===== src/rtl/ex_pkg.sv =====
// Shared constants for the execute stage: data-processing opcodes and NZCV bit indices.
package ex_pkg;

    localparam logic [3:0] OP_AND = 4'h0;
    localparam logic [3:0] OP_EOR = 4'h1;
    localparam logic [3:0] OP_SUB = 4'h2;
    localparam logic [3:0] OP_RSB = 4'h3;
    localparam logic [3:0] OP_ADD = 4'h4;
    localparam logic [3:0] OP_ADC = 4'h5;
    localparam logic [3:0] OP_SBC = 4'h6;
    localparam logic [3:0] OP_RSC = 4'h7;
    localparam logic [3:0] OP_TST = 4'h8;
    localparam logic [3:0] OP_TEQ = 4'h9;
    localparam logic [3:0] OP_CMP = 4'hA;
    localparam logic [3:0] OP_CMN = 4'hB;
    localparam logic [3:0] OP_ORR = 4'hC;
    localparam logic [3:0] OP_MOV = 4'hD;
    localparam logic [3:0] OP_BIC = 4'hE;
    localparam logic [3:0] OP_MVN = 4'hF;

    localparam int unsigned FLG_N = 3;
    localparam int unsigned FLG_Z = 2;
    localparam int unsigned FLG_C = 1;
    localparam int unsigned FLG_V = 0;

endpackage


===== src/rtl/alu_core.sv =====
// Combinational data-processing ALU: result plus NZCV for the current operation.
module alu_core
    import ex_pkg::*;
#(
    parameter int unsigned DATA_W = 32
) (
    input  logic [DATA_W-1:0] a,
    input  logic [DATA_W-1:0] b,
    input  logic              shifter_carry,
    input  logic [3:0]        op,
    input  logic              carry_q,
    input  logic              ovf_q,
    output logic [DATA_W-1:0] result,
    output logic [3:0]        flags
);

    // Every arithmetic op is folded onto one adder: x + y + cin.
    logic [DATA_W-1:0] add_x;
    logic [DATA_W-1:0] add_y;
    logic              add_cin;
    logic [DATA_W:0]   add_sum;
    logic              is_arith;

    // Select adder operands and carry-in; subtraction is x + ~y + cin (C = NOT borrow).
    always_comb begin
        add_x    = a;
        add_y    = b;
        add_cin  = 1'b0;
        is_arith = 1'b1;
        unique case (op)
            OP_SUB, OP_CMP: begin add_y = ~b; add_cin = 1'b1; end
            OP_RSB:         begin add_x = b; add_y = ~a; add_cin = 1'b1; end
            OP_ADD, OP_CMN: begin add_cin = 1'b0; end
            OP_ADC:         begin add_cin = carry_q; end
            OP_SBC:         begin add_y = ~b; add_cin = carry_q; end
            OP_RSC:         begin add_x = b; add_y = ~a; add_cin = carry_q; end
            default:        begin is_arith = 1'b0; end
        endcase
    end

    assign add_sum = {1'b0, add_x} + {1'b0, add_y} + {{DATA_W{1'b0}}, add_cin};

    // Result mux and flag generation; logical ops take C from the shifter and keep V.
    always_comb begin
        result = add_sum[DATA_W-1:0];
        unique case (op)
            OP_AND, OP_TST: result = a & b;
            OP_EOR, OP_TEQ: result = a ^ b;
            OP_ORR:         result = a | b;
            OP_MOV:         result = b;
            OP_BIC:         result = a & ~b;
            OP_MVN:         result = ~b;
            default:        result = add_sum[DATA_W-1:0];
        endcase

        flags        = 4'b0000;
        flags[FLG_N] = result[DATA_W-1];
        flags[FLG_Z] = (result == '0);
        if (is_arith) begin
            flags[FLG_C] = add_sum[DATA_W];
            flags[FLG_V] = (add_x[DATA_W-1] == add_y[DATA_W-1]) &&
                           (add_sum[DATA_W-1] != add_x[DATA_W-1]);
        end else begin
            flags[FLG_C] = shifter_carry;
            flags[FLG_V] = ovf_q;
        end
    end

endmodule


===== src/rtl/ex_alu_branch_unit.sv =====
// Execute stage: ALU with condition-flag register, branch target adder and branch/link decision.
module ex_alu_branch_unit
    import ex_pkg::*;
#(
    parameter int unsigned DATA_W = 32,
    parameter int unsigned OFFS_W = 24
) (
    input  logic              CLK,
    input  logic              CLR,
    input  logic [DATA_W-1:0] alu_a,
    input  logic [DATA_W-1:0] alu_b,
    input  logic              shifter_carry,
    input  logic [3:0]        alu_op,
    input  logic              s_enable,
    input  logic [DATA_W-1:0] pc4,
    input  logic [OFFS_W-1:0] offset,
    input  logic              b_instr,
    input  logic              bl_instr,
    input  logic              cond_true,
    output logic [DATA_W-1:0] alu_out,
    output logic [3:0]        alu_flags,
    output logic [3:0]        flags_q,
    output logic [3:0]        flags_eff,
    output logic [DATA_W-1:0] target_addr,
    output logic              t_addr,
    output logic              bl_reg
);

    logic [DATA_W-1:0] offs_ext;

    alu_core #(
        .DATA_W (DATA_W)
    ) u_alu_core (
        .a             (alu_a),
        .b             (alu_b),
        .shifter_carry (shifter_carry),
        .op            (alu_op),
        .carry_q       (flags_q[FLG_C]),
        .ovf_q         (flags_q[FLG_V]),
        .result        (alu_out),
        .flags         (alu_flags)
    );

    // NZCV register: reset has priority over an S-bit load.
    always_ff @(posedge CLK) begin
        if (CLR) begin
            flags_q <= 4'b0000;
        end else if (s_enable) begin
            flags_q <= alu_flags;
        end
    end

    // Condition tester sees the flags this instruction is about to write.
    assign flags_eff = s_enable ? alu_flags : flags_q;

    // Word offset, sign-extended and scaled to bytes; target wraps silently.
    assign offs_ext    = {{(DATA_W - OFFS_W - 2){offset[OFFS_W-1]}}, offset, 2'b00};
    assign target_addr = pc4 + offs_ext;

    // BL arrives with b_instr also set, so it both redirects fetch and writes R14.
    assign t_addr = b_instr & cond_true;
    assign bl_reg = bl_instr & cond_true;

endmodule


===== config.mk =====
export PLATFORM = sky130hd
export DESIGN_NAME = ex_alu_branch_unit
export DESIGN_NICKNAME = d
export VERILOG_FILES = /design/src/rtl/ex_pkg.sv /design/src/rtl/alu_core.sv /design/src/rtl/ex_alu_branch_unit.sv
export SDC_FILE = /design/constraint.sdc
export NUM_CORES = 1
export LEC_CHECK = 0
export ABC_AREA = 1
export BUFFER_PORTS_ARGS = -buffer_cell sky130_fd_sc_hd__buf_4
export CAP_MARGIN = 30
export CORE_UTILIZATION = 55
export CTS_BUF_LIST = sky130_fd_sc_hd__clkbuf_4 sky130_fd_sc_hd__clkbuf_8 sky130_fd_sc_hd__clkbuf_16
export CTS_CLUSTER_DIAMETER = 30
export DETAILED_ROUTE_END_ITERATION = 10
export HOLD_SLACK_MARGIN = 0.03
export PLACE_DENSITY = 0.87
export SLEW_MARGIN = 20
export SYNTH_ARGS = -nofsm -noshare
export SYNTH_HDL_FRONTEND = slang
export SYNTH_SLANG_ARGS = --single-unit

===== constraint.sdc =====
create_clock -name CLK -period 10.7 [get_ports CLK]
set_input_delay 2.14 -clock CLK [delete_from_list [all_inputs] [get_ports CLK]]
set_output_delay 2.14 -clock CLK [all_outputs]
set_load 0.01 [all_outputs]

-- Word-level counts from Yosys, hierarchy flattened
Index checks and enable logic that the tools add are counted.
- equality and inequality tests: 17
- reductions and logical operators: 10
- muxes and demuxes: 7
- bitwise gates (word level): 8
- add/sub/neg operators: 3
- operator list (kind ; count):
    one-hot mux 32 bit (6 select lines) ; 1
    bitwise AND 32 bit ; 2
    NOT 32 bit ; 2
    one-hot mux 32 bit (2 select lines) ; 1
    adder 32 x 32 -> 33 bit ; 1
    adder 33 x 1 -> 33 bit ; 1
    adder 32 bit ; 1
    equality test 4 bit, second input constant ; 8
    logical NOT 32 bit ; 1
    two-way mux 32 bit ; 1
    OR 32 bit ; 1
    XOR 32 bit ; 1
    equality test 4 x 3 -> 1 bit, second input constant ; 4
    OR reduction 3 bit ; 3
    equality test 4 x 2 -> 1 bit, second input constant ; 2
    OR reduction 8 bit ; 1
    OR reduction 2 bit ; 3
    equality test 4 x 1 -> 1 bit, second input constant ; 1
    logical NOT 4 bit ; 1
    two-way mux 4 bit ; 1
    bitwise AND 1 bit ; 2
    two-way mux 2 bit ; 1
    one-hot mux 1 bit (2 select lines) ; 1
    equality test 1 bit ; 1
    3 further kinds ; 3
- output and inout bits: 78
- bits in registers: 4
- input port bits: 131

-- Depth between registers and ports, before layout
- word-level depth: 9
- depth in mapped cells: 26

-- Cells and area by module
A second synthesis with hierarchy kept.
- cells, all modules: 1625
- area total of the unflattened synthesis: 8169.1 µm²
- modules (own cells, without submodules) (module ; times used ; cells each ; area an instance (µm²)):
    alu_core ; 1 ; 1154 ; 5739.3
    ex_alu_branch_unit ; 1 ; 471 ; 2429.8

-- Least setup slack after synthesis
No wires, ideal clock.
- path kind: input to output
- from: input alu_op[1]
- to: output alu_flags[2]
- path slack: 3.364 ns
- cell stages on the path: 24
- path buffers: 2
- arrival time: 5.196 ns
- path through: nand2_1 > nor2_1 > clkbuf_1 > inv_1 > clkbuf_1 > nand2_1 > a21oi_1 > fa_1 > inv_1 > fa_1 > nand2_1 > nand2_1 > nand3_1 > nand2_1 > nand2_1 > nand2_1 > nand2_1 > nand2_1 > nand2_1 > nand3_1 > nand2_1 > nor2_1 > nand2_1 > nor4_1
- cells in the longest elaborated chain, start to end: 7
- elaborated cells on any way between the ends: 27
- classes of those cells: add/sub: 2; eq/ne: 13; mux: 4; reduce/logical: 8
- RTL lines (element ; line ; RTL):
    from (decl) ; ex_alu_branch_unit.sv:13 ; input logic [3:0] alu_op,
    equality test 4 x 2 -> 1 bit, or another cell as far along ; alu_core.sv:30 ; unique case (op)
    OR reduction 3 bit (no source line) or OR reduction 2 bit (tied branches) ; n/a ;
    one-hot mux 32 bit (2 select lines) or two-way mux 32 bit (tied branches) ; alu_core.sv:30 ;
    adder 32 x 32 -> 33 bit ; alu_core.sv:41 ; assign add_sum = {1'b0, add_x} + {1'b0, add_y} + {{DATA_W{1'b0}}, add_cin};
    adder 33 x 1 -> 33 bit ; alu_core.sv:41 ;
    one-hot mux 32 bit (6 select lines) (*) ; alu_core.sv:46 ; unique case (op)
    net alu_out[20] ; ex_alu_branch_unit.sv:20 ; output logic [DATA_W-1:0] alu_out,
    logical NOT 32 bit (*) ; alu_core.sv:58 ; flags[FLG_Z] = (result == '0);
    to (decl) ; ex_alu_branch_unit.sv:21 ; output logic [3:0] alu_flags,
Mark *: on every way through the listed nets, which the timed path passes. The rest lies on a longest branch.

-- Final worst setup path
- from: input alu_op[1]
- to: output alu_flags[2]
- cells in the longest elaborated chain, start to end: 7
- elaborated cells on any way between the ends: 27
- classes of those cells: add/sub: 2; eq/ne: 13; mux: 4; reduce/logical: 8
- RTL lines (element ; line):
    equality test 4 x 2 -> 1 bit, or another cell as far along ; alu_core.sv:30
    OR reduction 3 bit (no source line) or OR reduction 2 bit (tied branches) ; n/a
    one-hot mux 32 bit (2 select lines) or two-way mux 32 bit (tied branches) ; alu_core.sv:30
    adder 32 x 32 -> 33 bit ; alu_core.sv:41
    adder 33 x 1 -> 33 bit ; alu_core.sv:41
    one-hot mux 32 bit (6 select lines) (*) ; alu_core.sv:46
    logical NOT 32 bit (*) ; alu_core.sv:58
Mark *: on every way between the ends. The rest lies on a longest branch, timed or not.

==> parameters.txt <==
Parameter                              Value

Drt
  Total DRC errors in the routed layout    0
  Mean number of vias per cell    ~5.7
  Number of DRC markers after the initial detailed-route iteration    1100
  Routed wire length    27.7 mm
  First-pass detailed-route iteration total    8
  Detailed-route wire length per cell    about 16 um
  Remaining antenna violation count after routing    0
  Count of vias placed by the detailed router    9951

Cells and area
  Syn-to-layout area delta    23.3%
  Largest registers    flags_q x4
  Max FFs per register    4
  Inserted Diodes    0
  Number of nets in the final layout    around 1800
  Share of post-route cells with drive strength above 1    between 10% and 20%
  Most flop-heavy register    flags_q

Logic synthesis
  Share of Yosys cell area claimed by the top area cell type    between 20% and 30%
  Yosys reg bits    4
  Netlist area before placement    roughly 7300 um^2
  YS warnings    0
  Synth top area cells    sky130_fd_sc_hd__nand2_1 (25%), sky130_fd_sc_hd__ha_1 (16%), sky130_fd_sc_hd__inv_1 (13%)
  Library cell with the largest summed area after synthesis    sky130_fd_sc_hd__nand2_1
  Post-synthesis cell count    between 1000 and 1500
  Synthesized net count    about 1600
  Cell variety after synth    38
  Syn Area/Cell    between 5 and 6 um^2
  Sequential cell area fraction in the yosys report    ~1.1%

Worst setup path
  Worst Reg2Reg Path Length in Cells    22
  Capture instance of the worst register-to-register path    flags_q[2]$_SDFF_PP0_
  FF-to-FF Start    flags_q[1]$_SDFF_PP0_
  Worst Setup Start Kind    primary input
  Crit path arrival time    about 6.8 ns
  Slack of the worst reg-to-reg path    between 7 and 8 ns
  CP max FO    65
  Type of the worst setup path    primary input to output pin
  Type of destination of the critical path    output pin
  Data required, critical path    about 8.6 ns

STA
  Post-route fraction of the period consumed by the critical path    between 80 and 90%
  Worst Tran Pin Value    around 0.99 ns
  Final-report hold violation count    0
  Min cycle time layout    ~8.9 ns
  Fin worst setup slack    1.80 ns
  Worst Skew    0.00101 ns
  RSZ-0062 raised after global routing    false
  Fmax    roughly 110 MHz
  Total negative setup slack    0 ns
  Max-slew headroom at the worst pin    33.6%
  Final Slew Violations    0
  Endpoints failing setup    0

Clock network
  Post-CTS setup buffer count    0
  Maximum level of the CTS H-tree    1
  Post-CTS sizing    0
  Number of clock sinks    4
  Post-CTS Hold Fix Bufs    0
  Clock-pin transition on the worst setup and hold timing paths    roughly 0.03 ns
  CTS tree    yes
  Worst-skew pair later-pin latency    ~0.22 ns
  Clock tree buffer depth    2
  Cts bufs inserted    3
  CTS root buffer    sky130_fd_sc_hd__clkbuf_16

GRT
  Largest net degree at the start of global routing    66
  All-layer global routing usage    between 30% and 40%
  Total gr overflow    0
  First-pass GRT wire length    roughly 43 mm
  Initial antenna violation count    0
  Vias in the first global route    between 8000 and 9000

Place
  Hpwl dp    between 20 and 25 mm
  Number of port buffers    between 200 and 250
  Routability congestion estimate    around 1.0
  Worst slack, placed    around 2.1 ns

Die
  Die X    about 120 um
  Die area    approximately 14000 um^2
  Site row count    about 40
  Top-Level Pins    between 200 and 250
  Effective utilization at floorplan    roughly 57%
  Placeable core region    12700 um^2
  Vert. Die Dim    117 um

Run status
  Result of the run    complete, no violations

Hold path
  Hold-critical path depth    2
  Beginning of the worst hold path    flags_q[2]$_SDFF_PP0_
  Sink of the worst hold path    flags_q[2]$_SDFF_PP0_
  Path type of the worst min-delay path    flop to flop

Pwr
  PwrDens    between 70 and 80 nW/um^2
  Maximum vdd drop    115 uV
  Leakage    0.00520 uW

Run
  Total of max-cap violations    0
==> metrics by stage <==
| stage | util [%] | total power, uW | cells | cell area [um^2] | hold WS, ns |
|---|---|---|---|---|---|
| 3_5_place_dp | 69.6 | 629 | 1753 | 8860 | 0.481 |
| 6_report | 70.3 | 705 | 1757 | 8950 | 0.492 |
| 3_3_place_gp | 69.5 | 623 | 1752 | 8840 | 0.473 |
| 5_1_grt | 70.3 | 771 | 1757 | 8950 | 0.526 |
| 2_1_floorplan | - | 397 | 1408 | 7260 | 0.473 |
| 4_1_cts | 70.2 | 692 | 1756 | 8930 | 0.489 |
==> how the worst max path moves through the flow <==
stage / endpoint / from
global route: alu_flags[2] / alu_op[1]
CTS: alu_flags[2] / alu_op[1]
detailed placement: alu_flags[2] / alu_op[1]
finish: alu_flags[2] / alu_op[1]
floorplan: alu_flags[2] / alu_op[1]
global placement: alu_flags[2] / alu_op[2]
==> layout make-up <==
cell class	count	area, um^2
Multi-Input combinational cell	1108	6000
Fill cell	1247	3770
Sequential cell	4	80.1
Tap cell	172	215
Clock buffer	3	75.1
Inverter	256	961
Timing Repair Buffer	214	1620
==> layer usage <==
| metal | wire, um | up-vias | global-route usage, % |
|---|---|---|---|
| met4 | 525 | 0 | 8.27 |
| met5 | 0 | - | 0 |
| met2 | 12200 | 569 | 64.5 |
| li1 | - | 4921 | - |
| met3 | 3090 | 54 | 5.20 |
| met1 | 11900 | 4407 | 55.6 |
==> cell usage in the layout, fill, tap and decap left out, drive strengths merged <==
cell / count
nand2: 486
a221oi: 2
o21a: 3
ha: 92
nand3b: 6
or2: 2
fa: 3
nor3: 9
o21ai: 94
a211oi: 12
nor2: 119
nand4: 19
o21bai: 2
o221ai: 32
a21boi: 2
dfxtp: 4
nand3: 66
clkbuf: 3
a21o: 5
xnor2: 11
a31oi: 6
buf: 214
a21oi: 86
o2111ai: 8
o22ai: 3
inv: 256
o211ai: 13
xor2: 23
nor4: 4
==> logic make-up (layout without fill, tap and decap cells) <==
logic type               after synthesis  in the layout  synth area share [%]
buffers and inverters                296            473                  16.4
AO/OA/AOI/OAI                        268            268                  22.1
adder cells (fa/ha/maj)               95             95                  16.7
XOR/XNOR                              34             34                  4.10
flip-flops                             4              4                  1.10
AND/OR/NAND/NOR                      711            711                  39.6
==> critical path, stage by stage <==
cell	delay (ns)
sky130_fd_sc_hd__buf_4	0.13
sky130_fd_sc_hd__nand2_1	0.11
sky130_fd_sc_hd__nor2_4	0.11
sky130_fd_sc_hd__buf_4	0.51
sky130_fd_sc_hd__inv_1	0.09
sky130_fd_sc_hd__buf_4	0.29
sky130_fd_sc_hd__o21ai_0	0.19
sky130_fd_sc_hd__a21oi_1	0.08
sky130_fd_sc_hd__fa_1	0.42
sky130_fd_sc_hd__inv_1	0.18
sky130_fd_sc_hd__fa_1	0.28
sky130_fd_sc_hd__nand2_1	0.09
sky130_fd_sc_hd__nand2_1	0.15
sky130_fd_sc_hd__nand3_1	0.12
sky130_fd_sc_hd__nand2_1	0.17
sky130_fd_sc_hd__nand2_1	0.09
sky130_fd_sc_hd__nand2_1	0.13
sky130_fd_sc_hd__nand2_1	0.13
sky130_fd_sc_hd__nand2_1	0.08
sky130_fd_sc_hd__nand2_1	0.05
sky130_fd_sc_hd__nand3_1	0.06
sky130_fd_sc_hd__nand2_1	0.11
sky130_fd_sc_hd__nor2_1	0.13
sky130_fd_sc_hd__nand2_1	0.12
sky130_fd_sc_hd__nor4_1	0.52
sky130_fd_sc_hd__buf_4	0.22
==> cell usage after synthesis <==
master                        n
sky130_fd_sc_hd__inv_1      254
sky130_fd_sc_hd__clkbuf_1    15
sky130_fd_sc_hd__buf_1        5
sky130_fd_sc_hd__o211ai_1    13
sky130_fd_sc_hd__nand3b_1     6
sky130_fd_sc_hd__buf_4        9
sky130_fd_sc_hd__nor2_1     118
sky130_fd_sc_hd__fa_1         3
sky130_fd_sc_hd__o2111ai_1    8
sky130_fd_sc_hd__o21bai_1     2
sky130_fd_sc_hd__nand2_2      4
sky130_fd_sc_hd__nor4_2       1
sky130_fd_sc_hd__ha_1        92
sky130_fd_sc_hd__inv_2        2
sky130_fd_sc_hd__o21ai_1     11
sky130_fd_sc_hd__a21oi_1     86
sky130_fd_sc_hd__o21a_1       3
sky130_fd_sc_hd__a21o_1       5
sky130_fd_sc_hd__a211oi_1    12
sky130_fd_sc_hd__xor2_1      23
sky130_fd_sc_hd__a221oi_1     2
sky130_fd_sc_hd__or2_2        2
sky130_fd_sc_hd__a21boi_0     2
sky130_fd_sc_hd__nor3_1       9
sky130_fd_sc_hd__o21ai_2      1
sky130_fd_sc_hd__nand3_1     66
sky130_fd_sc_hd__o221ai_1    32
sky130_fd_sc_hd__nor4_1       3
sky130_fd_sc_hd__buf_2        6
sky130_fd_sc_hd__buf_6        5
sky130_fd_sc_hd__xnor2_1     11
sky130_fd_sc_hd__o22ai_1      3
sky130_fd_sc_hd__nand2_1    482
sky130_fd_sc_hd__o21ai_0     82
sky130_fd_sc_hd__nor2_4       1
sky130_fd_sc_hd__dfxtp_1      4
sky130_fd_sc_hd__a31oi_1      6
sky130_fd_sc_hd__nand4_1     19
==> where the power goes <==
| group | switching [uW] | internal, uW |
|---|---|---|
| Combinational | 379 | 251 |
| Sequential | 0.816 | 16.0 |
| Clock | 10.5 | 47.7 |
| Total | 391 | 315 |
Power figures use the tool's default switching activity.
